==> config.mk <==
export PLATFORM = sky130hd
export DESIGN_NAME = hazard_fwd
export DESIGN_NICKNAME = d
export VERILOG_FILES = /design/src/rtl/hazard_fwd.sv
export SDC_FILE = /design/constraint.sdc
export NUM_CORES = 1
export LEC_CHECK = 0
export CELL_PAD_IN_SITES_DETAIL_PLACEMENT = 0
export CELL_PAD_IN_SITES_GLOBAL_PLACEMENT = 1
export CORE_AREA = 2 2 123 125
export DETAILED_ROUTE_END_ITERATION = 8
export DIE_AREA = 0 0 125 127
export PLACE_DENSITY = 0.87
export SLEW_MARGIN = 20
export SYNTH_ARGS = -nofsm -noshare
export SYNTH_HDL_FRONTEND = slang
export SYNTH_SLANG_ARGS = --single-unit
==> constraint.sdc <==
create_clock -name vclk -period 4.67
set_input_delay 0.934 -clock vclk [all_inputs]
set_output_delay 0.934 -clock vclk [all_outputs]
set_load 0.005 [all_outputs]
==> src/rtl/hazard_fwd.sv <==
// hazard_fwd: EX/MEM and MEM/WB operand forwarding unit with optional forwarding-event counters.
// Optional feature macro: HAZARD_FWD_STATS_EN (defined -> saturating event counters compiled in;
// undefined -> counter outputs tied to zero, operand behaviour unchanged).
module hazard_fwd #(
   parameter int unsigned XLEN       = 32,
   parameter int unsigned REG_ADDR_W = 5
) (
   input  logic                  clk,
   input  logic                  rst_n,
   input  logic [REG_ADDR_W-1:0] rs1_addr,
   input  logic [REG_ADDR_W-1:0] rs2_addr,
   input  logic [XLEN-1:0]       rs1_val_in,
   input  logic [XLEN-1:0]       rs2_val_in,
   input  logic                  exmem_wb_en,
   input  logic [REG_ADDR_W-1:0] exmem_rd,
   input  logic [XLEN-1:0]       exmem_wb_data,
   input  logic                  exwb_wb_en,
   input  logic [REG_ADDR_W-1:0] exwb_rd,
   input  logic [XLEN-1:0]       exwb_wb_data,
   output logic [XLEN-1:0]       rs1_val_out,
   output logic [XLEN-1:0]       rs2_val_out,
   output logic [1:0]            rs1_fwd_sel,
   output logic [1:0]            rs2_fwd_sel,
   output logic [31:0]           fwd_cnt_exmem,
   output logic [31:0]           fwd_cnt_exwb
);

   localparam int unsigned SEL_W = 2;
   localparam int unsigned CNT_W = 32;
   localparam int unsigned INC_W = 2;

   localparam logic [SEL_W-1:0] SEL_RF    = 2'b00;
   localparam logic [SEL_W-1:0] SEL_EXMEM = 2'b01;
   localparam logic [SEL_W-1:0] SEL_EXWB  = 2'b10;

   logic rs1_hit_exmem, rs1_hit_exwb;
   logic rs2_hit_exmem, rs2_hit_exwb;

   // Stage-match detection; x0 is hardwired so a zero destination never matches.
   always_comb begin
      rs1_hit_exmem = exmem_wb_en && (exmem_rd != '0) && (exmem_rd == rs1_addr);
      rs1_hit_exwb  = exwb_wb_en  && (exwb_rd  != '0) && (exwb_rd  == rs1_addr);
      rs2_hit_exmem = exmem_wb_en && (exmem_rd != '0) && (exmem_rd == rs2_addr);
      rs2_hit_exwb  = exwb_wb_en  && (exwb_rd  != '0) && (exwb_rd  == rs2_addr);
   end

   // rs1 operand mux: the younger EX/MEM result wins over MEM/WB.
   always_comb begin
      rs1_val_out = rs1_val_in;
      rs1_fwd_sel = SEL_RF;
      if (rs1_hit_exmem) begin
         rs1_val_out = exmem_wb_data;
         rs1_fwd_sel = SEL_EXMEM;
      end else if (rs1_hit_exwb) begin
         rs1_val_out = exwb_wb_data;
         rs1_fwd_sel = SEL_EXWB;
      end
   end

   // rs2 operand mux, resolved independently of rs1.
   always_comb begin
      rs2_val_out = rs2_val_in;
      rs2_fwd_sel = SEL_RF;
      if (rs2_hit_exmem) begin
         rs2_val_out = exmem_wb_data;
         rs2_fwd_sel = SEL_EXMEM;
      end else if (rs2_hit_exwb) begin
         rs2_val_out = exwb_wb_data;
         rs2_fwd_sel = SEL_EXWB;
      end
   end

`ifdef HAZARD_FWD_STATS_EN
   logic [CNT_W-1:0] cnt_exmem_q, cnt_exmem_d;
   logic [CNT_W-1:0] cnt_exwb_q,  cnt_exwb_d;
   logic [INC_W-1:0] inc_exmem, inc_exwb;
   logic [CNT_W:0]   sum_exmem, sum_exwb;

   // Per-cycle forwarding events and saturating next-count.
   always_comb begin
      inc_exmem  = INC_W'(rs1_fwd_sel == SEL_EXMEM) + INC_W'(rs2_fwd_sel == SEL_EXMEM);
      inc_exwb   = INC_W'(rs1_fwd_sel == SEL_EXWB)  + INC_W'(rs2_fwd_sel == SEL_EXWB);
      sum_exmem  = {1'b0, cnt_exmem_q} + (CNT_W+1)'(inc_exmem);
      sum_exwb   = {1'b0, cnt_exwb_q}  + (CNT_W+1)'(inc_exwb);
      cnt_exmem_d = sum_exmem[CNT_W] ? '1 : sum_exmem[CNT_W-1:0];
      cnt_exwb_d  = sum_exwb[CNT_W]  ? '1 : sum_exwb[CNT_W-1:0];
   end

   // Counter registers.
   always_ff @(posedge clk or negedge rst_n) begin
      if (!rst_n) begin
         cnt_exmem_q <= '0;
         cnt_exwb_q  <= '0;
      end else begin
         cnt_exmem_q <= cnt_exmem_d;
         cnt_exwb_q  <= cnt_exwb_d;
      end
   end

   assign fwd_cnt_exmem = cnt_exmem_q;
   assign fwd_cnt_exwb  = cnt_exwb_q;
`else
   // Statistics disabled: ports kept, driven constant.
   assign fwd_cnt_exmem = '0;
   assign fwd_cnt_exwb  = '0;
`endif

endmodule

==> results.toml <==
[yosys]
synth_cell_types = 26
syn_area_um2 = 2850
synthCells = 458
ys_warn_count = 0
seq_area_frac_synth = 0
syn_area_per_cell_um2 = 6.23

[routing]
drc = 0
vias = 4207
drtPass1Iterations = 4
drtIter0Drc = 255
ant_nets = 0
vias_per_cell = 5.12
wl_per_cell_um = 18.3
drt_wl_total_mm = 15.0

[clocking]
postCtsSetupBuffers = 0
cts_resized = 0
cts_hold_buffers = 0

[pwr]
p_leak_uw = 0.00173
power_frac_seq = 0
p_int_uw = 255
combPwrFrac = 1.000
switchingPower_uw = 243
vdd_drop_max_mv = 0.0796
powerDensity_nw_per_um2 = 98.9
clock_power_share = 0
swShare = 0.488

[setup_path]
cp_data_required_time_ps = 3740
path_class = "in -> out"
startpoint_type = "primary input"
worstPathArrival_ps = 3450
crit_path_end_kind = "output port"
critPathMaxFanout = 45

[cells_and_area]
drive_above_1_share = 0.0659
layout_commonest_cell = "clkdlybuf4s50_1"
antenna_cells = 0
seq_area_um2 = 0
fin_nets = 791
design.seq.count = 0
num-clock-buffers = 0
final_cell_mix = "clkdlybuf4s50_1 (218), conb_1 (64), o31ai_1 (63), nor3_1 (63), a31oi_1 (63)"
finalNonFillerCells = 821
fillCellCount = 1593
area_growth_pct = 76.4

[sta]
whs_ps = 2840
tns_ps = 0
hold_viol = 0
finalMaxSlewViolations = 0
finalSetupViolCount = 0
post-route-period-util = 0.938
layout_min_cycle_time_ps = 4380
grt_setup_unrepaired = "no"
fmax_mhz = 228

[status]
status = "finished, final reports clean"

[grt]
grt_overflow = 0
grt_pass1_wl_mm = 22.7
first_global_vias = 4064
grt_max_degree = 54
grt_usage = 0.171
antenna_found_initial = 0

[placement]
placedCellCount = 821
gp_congestion = 0.794
port_buffers = 218
dp_hpwl_mm = 11.1

[floorplanning]
dieHeight_um = 127
start_util = 0.198
core-area_um2 = 14400
die_w_um = 125
dieArea_um2 = 15900
io_pins = 284
rows = 44

[flow_run]
max-cap-violations = 0

[hold_path]
hold_path.class = "in -> out"
layout make-up:
class                           instances  area [µm²]  share of cell area
Timing Repair Buffer                  244        2410               0.480
Multi-Input combinational cell        358        2260               0.448
Tap cell                              184         230              0.0457
Inverter                               35         131              0.0261
worst max-delay path, cell delays in order:
cell	delay, ps
clkdlybuf4s50_1	540
nor4_1	100
buf_4	160
a21bo_4	230
buf_12	170
or4_1	510
a31oi_1	230
clkdlybuf4s50_1	550
power by group through the flow:
stage | clock network [µW] | registers [µW] | logic [µW]
5_1_grt | 0 | 0 | 529
4_1_cts | 0 | 0 | 494
6_report | 0 | 0 | 498
2_1_floorplan | 0 | 0 | 224
3_5_place_dp | 0 | 0 | 491
3_3_place_gp | 0 | 0 | 490
cells in the mapped netlist, drive strengths merged:
master,instances,area [µm²]
nand2,1,3.75
clkbuf,36,135
nand4,34,213
a21bo,1,10.0
nor3,64,320
conb,1,3.75
o31ai,63,473
a21boi,1,7.51
nor4,4,37.5
or2,3,18.8
inv,35,131
buf,92,622
o31a,2,17.5
xnor2,15,131
nor2,1,3.75
xor2,5,43.8
o211ai,2,25.0
or4,32,244
a31oi,63,394
nand3,1,5.00
or3,2,12.5
per-stage QoR:
stage / power (µW) / util / setup slack [ps] / area, µm²
3_5_place_dp: 491 / 0.349 / 248 / 5030
2_1_floorplan: 224 / - / 1480 / 3090
3_3_place_gp: 490 / 0.349 / 250 / 5030
4_1_cts: 494 / 0.349 / 253 / 5030
5_1_grt: 529 / 0.349 / 161 / 5030
6_report: 498 / 0.349 / 290 / 5030
worst paths after layout:
path	startpoint	end	cells after the start
setup / recovery	exwb_rd[1]	rs2_val_out[3]	8
hold / removal	rs1_val_in[25]	rs1_val_out[25]	4
cell families (layout without fill, tap and decap cells):
logic type | after synthesis | in the layout | synth area share
buf+inv | 163 | 279 | 0.311
simple gates | 142 | 142 | 0.301
compound gates | 132 | 132 | 0.325
xor+xnor | 20 | 20 | 0.0614
other cells | 1 | 64 | 0.00131
layer usage:
layer,up-vias,GRT usage,share of wire
met5,-,0,0
met4,0,0.0190,0.0067
met3,9,0.0214,0.081
met2,241,0.297,0.48
met1,1956,0.234,0.43
li1,2001,-,-
Power figures use the tool's default switching activity.
